$ cat src/rtl/jet_result_collector_if.sv
// Bundle between the jet-tagging core output lanes, the result collector and the result sink.
// The collector takes the slave modport; the core/sink side takes the master modport.
interface jet_result_collector_if #(
  parameter int N_OUT   = 5,
  parameter int WIDTH   = 16,
  parameter int CLASS_W = 3,
  parameter int CNT_W   = 32
);
  logic                     ap_done;
  logic [N_OUT*WIDTH-1:0]   lane_data;
  logic [N_OUT-1:0]         lane_vld;
  logic [N_OUT*WIDTH-1:0]   res_data;
  logic [CLASS_W-1:0]       res_class;
  logic [WIDTH-1:0]         res_max;
  logic                     res_valid;
  logic                     res_ready;
  logic [CNT_W-1:0]         frame_cnt;
  logic [CNT_W-1:0]         drop_cnt;
  logic                     incomplete;

  modport master (
    output ap_done, lane_data, lane_vld, res_ready,
    input  res_data, res_class, res_max, res_valid, frame_cnt, drop_cnt, incomplete
  );

  modport slave (
    input  ap_done, lane_data, lane_vld, res_ready,
    output res_data, res_class, res_max, res_valid, frame_cnt, drop_cnt, incomplete
  );
endinterface

$ cat src/rtl/jet_result_collector.sv
// Captures the per-lane outputs of the jet-tagging core into one frame, finds the signed
// argmax over N_OUT cycles and presents the frame downstream on a valid/ready handshake.
module jet_result_collector #(
  parameter int N_OUT   = 5,
  parameter int WIDTH   = 16,
  parameter int NFRAC   = 10,
  parameter int CLASS_W = 3,
  parameter int CNT_W   = 32
) (
  input  logic ap_clk,
  input  logic ap_rst_n,
  jet_result_collector_if.slave bus
);

  localparam int IDX_W = $clog2(N_OUT + 1);

  if (NFRAC >= WIDTH || CLASS_W < $clog2(N_OUT)) begin : g_param_check
    $error("jet_result_collector: NFRAC must be < WIDTH and CLASS_W >= clog2(N_OUT)");
  end

  typedef enum logic [1:0] {
    COLLECT = 2'd0,
    ARGMAX  = 2'd1,
    HOLD    = 2'd2
  } state_t;

  state_t                    state, state_nxt;
  logic [N_OUT-1:0]          mask;
  logic [N_OUT-1:0]          seen;
  logic                      full;
  logic signed [WIDTH-1:0]   cap   [N_OUT];
  logic signed [WIDTH-1:0]   frame [N_OUT];
  logic [IDX_W-1:0]          idx;
  logic signed [WIDTH-1:0]   cur;
  logic signed [WIDTH-1:0]   best;
  logic [CLASS_W-1:0]        best_class;
  logic [CLASS_W-1:0]        class_q;
  logic [WIDTH-1:0]          max_q;
  logic                      valid_q;
  logic [CNT_W-1:0]          frame_cnt_q;
  logic [CNT_W-1:0]          drop_cnt_q;
  logic                      incomplete_q;
  logic [CNT_W-1:0]          vld_pop;

  assign seen = mask | bus.lane_vld;
  assign full = &seen;

  assign bus.res_class  = class_q;
  assign bus.res_max    = max_q;
  assign bus.res_valid  = valid_q;
  assign bus.frame_cnt  = frame_cnt_q;
  assign bus.drop_cnt   = drop_cnt_q;
  assign bus.incomplete = incomplete_q;

  always_comb begin
    bus.res_data = '0;
    for (int unsigned i = 0; i < N_OUT; i++) begin
      bus.res_data[i*WIDTH +: WIDTH] = frame[i];
    end
  end

  always_comb begin
    cur = '0;
    for (int unsigned i = 0; i < N_OUT; i++) begin
      if (idx == IDX_W'(i)) cur = frame[i];
    end
  end

  always_comb begin
    vld_pop = '0;
    for (int unsigned i = 0; i < N_OUT; i++) begin
      vld_pop = vld_pop + CNT_W'(bus.lane_vld[i]);
    end
  end

  always_ff @(posedge ap_clk) begin
    if (!ap_rst_n) state <= COLLECT;
    else           state <= state_nxt;
  end

  always_comb begin
    state_nxt = state;
    unique case (state)
      COLLECT: if (full) state_nxt = ARGMAX;
      ARGMAX:  if (idx == IDX_W'(N_OUT)) state_nxt = HOLD;
      HOLD:    if (valid_q && bus.res_ready) state_nxt = COLLECT;
      default: state_nxt = COLLECT;
    endcase
  end

  // ARGMAX walks idx 0..N_OUT-1 comparing, then spends idx==N_OUT publishing the result,
  // which sets the completing-strobe-to-valid latency at N_OUT+1 cycles.
  always_ff @(posedge ap_clk) begin
    if (!ap_rst_n) begin
      mask         <= '0;
      idx          <= '0;
      best         <= '0;
      best_class   <= '0;
      class_q      <= '0;
      max_q        <= '0;
      valid_q      <= 1'b0;
      frame_cnt_q  <= '0;
      drop_cnt_q   <= '0;
      incomplete_q <= 1'b0;
      for (int unsigned i = 0; i < N_OUT; i++) begin
        cap[i]   <= '0;
        frame[i] <= '0;
      end
    end else begin
      unique case (state)
        COLLECT: begin
          for (int unsigned i = 0; i < N_OUT; i++) begin
            if (bus.lane_vld[i]) cap[i] <= bus.lane_data[i*WIDTH +: WIDTH];
          end
          if (full) begin
            mask <= seen;
            idx  <= '0;
            // Frame snapshot includes strobes arriving on the completing edge.
            for (int unsigned i = 0; i < N_OUT; i++) begin
              frame[i] <= bus.lane_vld[i] ? bus.lane_data[i*WIDTH +: WIDTH] : cap[i];
            end
          end else if (bus.ap_done) begin
            incomplete_q <= 1'b1;
            mask         <= '0;
          end else begin
            mask <= seen;
          end
        end
        ARGMAX: begin
          drop_cnt_q <= drop_cnt_q + vld_pop;
          idx        <= idx + 1'b1;
          if (idx == IDX_W'(N_OUT)) begin
            class_q <= best_class;
            max_q   <= best;
            valid_q <= 1'b1;
          end else if (idx == '0 || cur > best) begin
            best       <= cur;
            best_class <= CLASS_W'(idx);
          end
        end
        HOLD: begin
          drop_cnt_q <= drop_cnt_q + vld_pop;
          if (valid_q && bus.res_ready) begin
            valid_q     <= 1'b0;
            frame_cnt_q <= frame_cnt_q + 1'b1;
            mask        <= '0;
          end
        end
        default: ;
      endcase
    end
  end

endmodule

$ cat src/flat_wrapper.sv
// flat-port wrapper written by rule: the top's interface ports become plain ports
module jet_result_collector_flat 
#(
  parameter int N_OUT   = 5,
  parameter int WIDTH   = 16,
  parameter int NFRAC   = 10,
  parameter int CLASS_W = 3,
  parameter int CNT_W   = 32
)
  (ap_clk, ap_rst_n, bus_ap_done, bus_lane_data, bus_lane_vld, bus_res_ready, bus_res_data, bus_res_class, bus_res_max, bus_res_valid, bus_frame_cnt, bus_drop_cnt, bus_incomplete);
  jet_result_collector_if #(.N_OUT(N_OUT), .WIDTH(WIDTH), .CLASS_W(CLASS_W), .CNT_W(CNT_W)) bus_i ();
  input  logic ap_clk;
  input  logic ap_rst_n;
  input wire logic [$bits(bus_i.ap_done)-1:0] bus_ap_done;
  input wire logic [$bits(bus_i.lane_data)-1:0] bus_lane_data;
  input wire logic [$bits(bus_i.lane_vld)-1:0] bus_lane_vld;
  input wire logic [$bits(bus_i.res_ready)-1:0] bus_res_ready;
  output wire logic [$bits(bus_i.res_data)-1:0] bus_res_data;
  output wire logic [$bits(bus_i.res_class)-1:0] bus_res_class;
  output wire logic [$bits(bus_i.res_max)-1:0] bus_res_max;
  output wire logic [$bits(bus_i.res_valid)-1:0] bus_res_valid;
  output wire logic [$bits(bus_i.frame_cnt)-1:0] bus_frame_cnt;
  output wire logic [$bits(bus_i.drop_cnt)-1:0] bus_drop_cnt;
  output wire logic [$bits(bus_i.incomplete)-1:0] bus_incomplete;
  assign bus_i.ap_done = bus_ap_done;
  assign bus_i.lane_data = bus_lane_data;
  assign bus_i.lane_vld = bus_lane_vld;
  assign bus_i.res_ready = bus_res_ready;
  assign bus_res_data = bus_i.res_data;
  assign bus_res_class = bus_i.res_class;
  assign bus_res_max = bus_i.res_max;
  assign bus_res_valid = bus_i.res_valid;
  assign bus_frame_cnt = bus_i.frame_cnt;
  assign bus_drop_cnt = bus_i.drop_cnt;
  assign bus_incomplete = bus_i.incomplete;
  jet_result_collector #(.N_OUT(N_OUT), .WIDTH(WIDTH), .NFRAC(NFRAC), .CLASS_W(CLASS_W), .CNT_W(CNT_W)) u_core (.ap_clk(ap_clk), .ap_rst_n(ap_rst_n), .bus(bus_i));
endmodule
$ cat config.mk
export PLATFORM = sky130hd
export DESIGN_NAME = jet_result_collector_flat
export DESIGN_NICKNAME = d
export VERILOG_FILES = /design/src/rtl/jet_result_collector_if.sv /design/src/rtl/jet_result_collector.sv /design/src/flat_wrapper.sv
export SDC_FILE = /design/constraint.sdc
export NUM_CORES = 1
export LEC_CHECK = 0
export ABC_AREA = 1
export CORE_MARGIN = 5
export CORE_UTILIZATION = 45
export DETAILED_ROUTE_END_ITERATION = 10
export PLACE_DENSITY_LB_ADDON = 0.1
export SLEW_MARGIN = 10
export SYNTH_ARGS = -nofsm -noshare
export SYNTH_HDL_FRONTEND = slang
export SYNTH_SLANG_ARGS = --single-unit
$ cat constraint.sdc
create_clock -name ap_clk -period 13.1 [get_ports ap_clk]
set_clock_uncertainty 0.2 [all_clocks]
set_input_delay 3.93 -clock ap_clk [delete_from_list [all_inputs] [get_ports ap_clk]]
set_output_delay 3.93 -clock ap_clk [all_outputs]
set_load 0.05 [all_outputs]
# Word-level counts from Yosys, hierarchy flattened
# Memories as Yosys holds them, arrays and structs flattened.
# Index checks and enable logic that the tools add are counted.
[op_classes]
add_sub_neg = 7
magnitude_cmp = 1
n_eq_ne = 10
mux = 58
bitwise = 13
n_reduce_logical = 17
[ops]
columns = ["cell", "n"]
rows = [
  ["2-to-1 mux 16 bit", 20],
  ["adder 32 x 1 -> 32 bit", 3],
  ["adder 32 x 1 -> 32 bit, second input constant", 1],
  ["adder 32 bit", 1],
  ["2-to-1 mux 1 bit", 27],
  ["> comparator 16 bit", 1],
  ["2-to-1 mux 5 bit", 3],
  ["AND reduction 3 bit", 4],
  ["bitwise OR 1 bit", 10],
  ["one-hot mux 5 bit (2 select lines)", 1],
  ["AND reduction 2 bit", 4],
  ["== test 3 x 2 -> 1 bit, second input constant", 2],
  ["== test 3 bit, second input constant", 2],
  ["2-to-1 mux 2 bit", 3],
  ["!= test 2 x 1 -> 1 bit, second input constant", 3],
  ["one-hot mux 2 bit (3 select lines)", 1],
  ["one-hot mux 3 bit (2 select lines)", 1],
  ["nonzero test 2 bit", 3],
  ["bitwise OR 5 bit", 1],
  ["AND reduction 5 bit", 1],
  ["adder 3 x 1 -> 3 bit, second input constant", 1],
  ["== test 3 x 1 -> 1 bit, second input constant", 1],
  ["zero test 3 bit", 1],
  ["2-to-1 mux 3 bit", 1],
  ["9 further kinds", 10],
]
[totals]
register_bits = 114
mem_bits_rw = 160
inputBits = 89
out_inout_bits = 165
word_cells = 119
memories = 2
[memory_table]
columns = ["memory", "depth", "word_bits", "rd", "rd_clocked_by_memory_dff", "wr", "line_no", "text"]
rows = [
  ["u_core.cap", 5, 16, 5, 0, 5, "jet_result_collector.sv:31", "logic signed [WIDTH-1:0] cap [N_OUT];"],
  ["u_core.frame", 5, 16, 5, 0, 5, "jet_result_collector.sv:32", "logic signed [WIDTH-1:0] frame [N_OUT];"],
]

# Depth between registers and ports, before layout
[depth]
word_depth = 9
mapped_depth = 27
ltp_nobuf = 26

# Worst setup path before layout
# OpenSTA, ideal clock, no wires.
[synth_timing]
path_kind = "input to register"
start = "input port bus_lane_vld[2]"
end = "memory u_core.frame[0][0] (enable)"
setup_ns = 0.629
arrival_ns = 10.079
required_ns = 12.271
setup_slack_ns = 2.192
stages = 5
path_buffers = 1
cell_sequence = "clkbuf_1 nor2_1 inv_1 nand4_1 o21ai_0"
[synth_lines]
columns = ["element", "line_no", "text"]
rows = [
  ["start, declared", "flat_wrapper.sv:16", "input wire logic [$bits(bus_i.lane_vld)-1:0] bus_lane_vld;"],
  ["end, declared", "jet_result_collector.sv:32", ""],
]

# Worst setup path after layout
[layout_timing]
start = "input port bus_lane_vld[4]"
end = "register u_core.drop_cnt_q[28], in the netlist u_core.bus.drop_cnt[28]"
[layout_via]
elab_chain_len = 2
[layout_lines]
columns = ["element", "line_no", "text"]
rows = [
  ["adder 32 x 1 -> 32 bit", "jet_result_collector.sv:72", "vld_pop = vld_pop + CNT_W'(bus.lane_vld[i]);"],
  ["adder 32 bit", "jet_result_collector.sv:130, jet_result_collector.sv:142", ""],
  ["end signal, assigned", "jet_result_collector.sv:130", "drop_cnt_q <= drop_cnt_q + vld_pop;"],
  ["end signal, assigned", "jet_result_collector.sv:142", "drop_cnt_q <= drop_cnt_q + vld_pop;"],
  ["end, declared", "jet_result_collector.sv:41", "logic [CNT_W-1:0] drop_cnt_q;"],
]
# Every way passes these cells.
# A chain may end at the register's enable or synchronous reset.

==> results by group <==
Critical path
  – Buffers & Inverters on Critical Path: 4
  – Critical Path Max Stage Delay: between 0.9 and 1 ns
  – Setup CP Type: in2reg
  – Element type at the critical path start: input port
  – CP Cell Sequence: clkdlybuf4s50_1 > clkinv_1 > fa_1 > inv_1 > fa_1 > fa_1 > nand2_1 > a21oi_1 > nand2_1 > nor2_1 > nand2_1 > inv_1 > nand3_1 > nor4_1 > nor2_1 > nor2_1
  – Max Fanout on Critical Path: 20
  – Slowest CP cell: sky130_fd_sc_hd__clkdlybuf4s50_1
  – Worst path arrival time: 8.11 ns
  – Required time reported for the critical path endpoint: 13.34 ns
  – Endpoint kind of the worst setup timing path: register
  – CP delay by family, top: buffers and inverters

Power
  – Proportion of power drawn by flip-flops and latches: 43.1%
  – Power per cell area: approximately 150 mW/mm²
  – Combinational power share: 24.8%
  – Total internal power: between 1.5 and 2 mW
  – Leakage: 6.98 nW
  – Fraction of power spent switching nets: between 30% and 40%
  – Sum of internal, switching and leakage power: 2.58 mW
  – Clk pwr share: 32.1%
  – Power spent charging and discharging nets: about 0.83 mW
  – Peak supply drop: 0.111 mV

Die
  – Die Footprint: 0.0327 mm²
  – Placement row count: 62
  – Initial cell density of the core: 45.7%
  – Number of I/O pins: 254
  – Horizontal die dimension: 181 µm
  – Core box area: approximately 0.029 mm²
  – Overall die height: 181 µm

STA
  – Worst rel slew slack: 30.7%
  – Hold violation count in the final report: 0
  – Setup violation total in the final timing report: 0
  – Slew @ Worst Pin: 1.04 ns
  – Min cycle time layout: 7.87 ns
  – Unrepaired setup endpoints after global routing: false
  – Setup TNS: 0 ns
  – Max Fclk: 0.127 GHz
  – Post-layout worst setup margin: around 5.2 ns
  – Number of max-slew violations in the final report: 0
  – Share of the cycle needed by the critical path after routing: 60.1%

Clock network
  – CTS H-tree lvls: 1
  – Clock tree sinks: 274
  – Number of hold buffers added after CTS: 0
  – Latest clock arrival within the worst-skew pair: around 0.56 ns
  – CTS root buf: sky130_fd_sc_hd__clkbuf_16
  – Clock Path Buffers: 3
  – Clock tree from TritonCTS: built
  – Register clock-pin slew on the reported worst setup and hold paths: roughly 0.06 ns
  – CTS-repair resized insts: 0
  – Num CTS Buffers: 30
  – Post-CTS repair timing setup buffer count: 0

Global route
  – All-layer global routing usage: 21.5%
  – Largest net degree at the start of global routing: 81
  – Final global-route overflow total: 0
  – Global-route wire length before repair: 57500 µm
  – Vias in the first global route: ~11k
  – Initial antenna violation count: 1

Detailed routing
  – Routed wirelength normalized by instance count: 16.8 µm
  – Via-per-instance ratio: 5.10
  – Detailed-route DRC error count: 0
  – Number of design-rule violations left by the first detailed-router iteration: 840
  – Detailed-routing iteration count for the pre-antenna-repair pass: 5
  – Via Count: 11.2k
  – Antenna-violating nets left: 0
  – Total length of routed wires: ~37000 µm

Hold path
  – Hold Crit Class: reg2reg

Placed design
  – Port buffer count: around 250
  – Half-perimeter wire length after detailed placement: ~26000 µm
  – Worst slack, placed: 4.70 ns
  – RD Place Congestion: 0.896
  – Placed cell count: 2154

Final layout
  – Cell Count, Final, Fillers Out: approximately 2.2k
  – Diode insertion count for antenna repair: 0
  – Fillcell total: ~2.6k
  – Share of final-layout standard cells stronger than drive strength 1: 4.83%
  – Post-Route Utilization: 59.0%
  – Final Net Count: 1923
  – Layout-stage area growth over the synthesis result: 29.1%

Synth
  – Ys Warns: 0
  – Post-synth cell types: 43
  – Syn avg cell area: 8.38 µm²
  – Synthesized instance count: approximately 1.6k
  – Net count of the mapped netlist: 1691
  – Sequential fraction of the synthesis area: 53.9%
  – Total of flip-flops plus latches after synthesis: between 200 and 300
  – Netlist area before placement: roughly 0.013 mm²

Run status
  – Result of the run: finished, final reports clean

Job
  – Count of maximum capacitance violations: 0
-- final timing paths --
path / startpoint / endpoint / slack [ns] / depth (start not counted)
setup / recovery: bus_lane_vld[4] / u_core.bus.drop_cnt[28]$_SDFFE_PN0P_ / 5.23 / 16
hold reg to reg: u_core.bus.res_max[9]$_SDFFE_PN0P_ / u_core.bus.res_max[9]$_SDFFE_PN0P_ / 0.24 / 2
setup reg to reg: u_core.idx[1]$_SDFFE_PN0P_ / u_core.best[0]$_SDFFE_PN0P_ / 8.53 / 23
hold / removal: u_core.bus.res_max[9]$_SDFFE_PN0P_ / u_core.bus.res_max[9]$_SDFFE_PN0P_ / 0.24 / 2
-- routing by layer --
metal / vias to the layer above / track usage [%] / part of all wire [%]
li1: 5598 / - / -
met1: 5170 / 29.6 / 44
met2: 416 / 35.2 / 46
met3: 61 / 3.60 / 7.2
met4: 2 / 6.24 / 3.1
met5: - / 0 / 0.051
-- cells in the mapped netlist --
cell,n,area [µm²]
sky130_fd_sc_hd__a211oi_1,3,22.5
sky130_fd_sc_hd__a21o_1,1,7.51
sky130_fd_sc_hd__a21oi_1,162,811
sky130_fd_sc_hd__a31oi_1,2,12.5
sky130_fd_sc_hd__a41oi_1,1,8.76
sky130_fd_sc_hd__and2_1,1,6.26
sky130_fd_sc_hd__and3_1,1,6.26
sky130_fd_sc_hd__buf_1,4,15.0
sky130_fd_sc_hd__buf_2,9,45.0
sky130_fd_sc_hd__buf_4,1,7.51
sky130_fd_sc_hd__clkbuf_1,53,199
sky130_fd_sc_hd__clkinv_1,6,22.5
sky130_fd_sc_hd__dfxtp_1,114,2280
sky130_fd_sc_hd__edfxtp_1,160,4800
sky130_fd_sc_hd__fa_1,3,60.1
sky130_fd_sc_hd__ha_1,29,363
sky130_fd_sc_hd__inv_1,221,830
sky130_fd_sc_hd__inv_2,3,11.3
sky130_fd_sc_hd__nand2_1,403,1510
sky130_fd_sc_hd__nand2_2,6,37.5
sky130_fd_sc_hd__nand2_4,1,11.3
sky130_fd_sc_hd__nand3_1,90,450
sky130_fd_sc_hd__nand3_4,1,17.5
sky130_fd_sc_hd__nand3b_1,3,22.5
sky130_fd_sc_hd__nand4_1,15,93.8
sky130_fd_sc_hd__nor2_1,110,413
sky130_fd_sc_hd__nor2_2,3,18.8
sky130_fd_sc_hd__nor2_4,5,56.3
sky130_fd_sc_hd__nor3_1,28,140
sky130_fd_sc_hd__nor3_2,2,20.0
sky130_fd_sc_hd__nor3_4,1,16.3
sky130_fd_sc_hd__nor3b_1,2,15.0
sky130_fd_sc_hd__nor3b_2,3,37.5
sky130_fd_sc_hd__nor4_1,7,43.8
sky130_fd_sc_hd__nor4_2,1,12.5
sky130_fd_sc_hd__o211ai_1,15,113
sky130_fd_sc_hd__o21a_1,5,37.5
sky130_fd_sc_hd__o21ai_0,61,305
sky130_fd_sc_hd__o21ai_1,8,40.0
sky130_fd_sc_hd__o21bai_1,1,7.51
sky130_fd_sc_hd__o22ai_1,1,6.26
sky130_fd_sc_hd__xnor2_1,10,87.6
sky130_fd_sc_hd__xor2_1,14,123
-- metrics by stage --
stage               hold WS, ns  area, µm²
floorplan                 0.246      13200
global placement          0.234      16000
detailed placement        0.240      16000
CTS                       0.249      17000
global route              0.270      17000
finish                    0.244      17000
-- placed cells by master (no fill, tap or decap), types with 5 or more instances in the layout --
cell type / count
sky130_fd_sc_hd__o21ai_1: 12
sky130_fd_sc_hd__clkbuf_16: 31
sky130_fd_sc_hd__nor2_4: 5
sky130_fd_sc_hd__ha_1: 29
sky130_fd_sc_hd__nand3_1: 89
sky130_fd_sc_hd__dfxtp_1: 114
sky130_fd_sc_hd__clkdlybuf4s50_1: 252
sky130_fd_sc_hd__clkinv_1: 8
sky130_fd_sc_hd__edfxtp_1: 160
sky130_fd_sc_hd__nor2_1: 110
sky130_fd_sc_hd__xnor2_1: 10
sky130_fd_sc_hd__nand4_1: 15
sky130_fd_sc_hd__nand2_2: 7
sky130_fd_sc_hd__inv_1: 221
sky130_fd_sc_hd__nor3_1: 28
sky130_fd_sc_hd__clkbuf_1: 7
sky130_fd_sc_hd__o21a_1: 5
sky130_fd_sc_hd__xor2_1: 14
sky130_fd_sc_hd__nor4_1: 7
sky130_fd_sc_hd__o211ai_1: 15
sky130_fd_sc_hd__nand2_1: 402
sky130_fd_sc_hd__buf_4: 14
sky130_fd_sc_hd__clkinv_2: 7
sky130_fd_sc_hd__o21ai_0: 56
sky130_fd_sc_hd__a21oi_1: 162
-- cell families after synthesis --
logic type,synth area share [%]
AOI/OAI and AO/OA,10.4
xor gates and xnor gates,1.60
adders and majority gates,3.22
buffers and inverters,8.59
DFF,53.9
and+or+nand+nor,22.3
-- registers in the layout (all words and copies together), names as in the netlist, 2 cells and up --
register	flops
u_core.frame	80
u_core.best_class	3
u_core.bus.drop_cnt	32
u_core.state	2
u_core.mask	5
u_core.bus.frame_cnt	32
u_core.best	16
u_core.idx	3
u_core.bus.res_max	16
u_core.bus.res_class	3
u_core.cap	80
-- area by class of cell --
class | count | area, µm² | area share (%)
Clock buffer | 41 | 843 | 4.97
Clock inverter | 12 | 119 | 0.700
Inverter | 230 | 863 | 5.08
Multi-Input combinational cell | 999 | 4950 | 29.2
Sequential cell | 274 | 7090 | 41.7
Tap cell | 384 | 480 | 2.83
Timing Repair Buffer | 267 | 2630 | 15.5
-- power groups by stage --
| stage | registers [mW] | logic [mW] | clock network, mW |
|---|---|---|---|
| floorplan | 1.20 | 0.354 | 0 |
| global placement | 1.13 | 0.630 | 0 |
| detailed placement | 1.13 | 0.641 | 0 |
| CTS | 1.11 | 0.645 | 0.847 |
| global route | 1.13 | 0.717 | 0.879 |
| finish | 1.11 | 0.640 | 0.828 |
-- tightest hold or removal path, delay by kind of cell, from the launching register on --
family / cells / cell delay (ns)
flip-flops: 1 / 0.31
AO/OA/AOI/OAI: 1 / 0.05
buffers and inverters: 1 / 0.04
No activity file was read; power rests on OpenSTA's default activity.
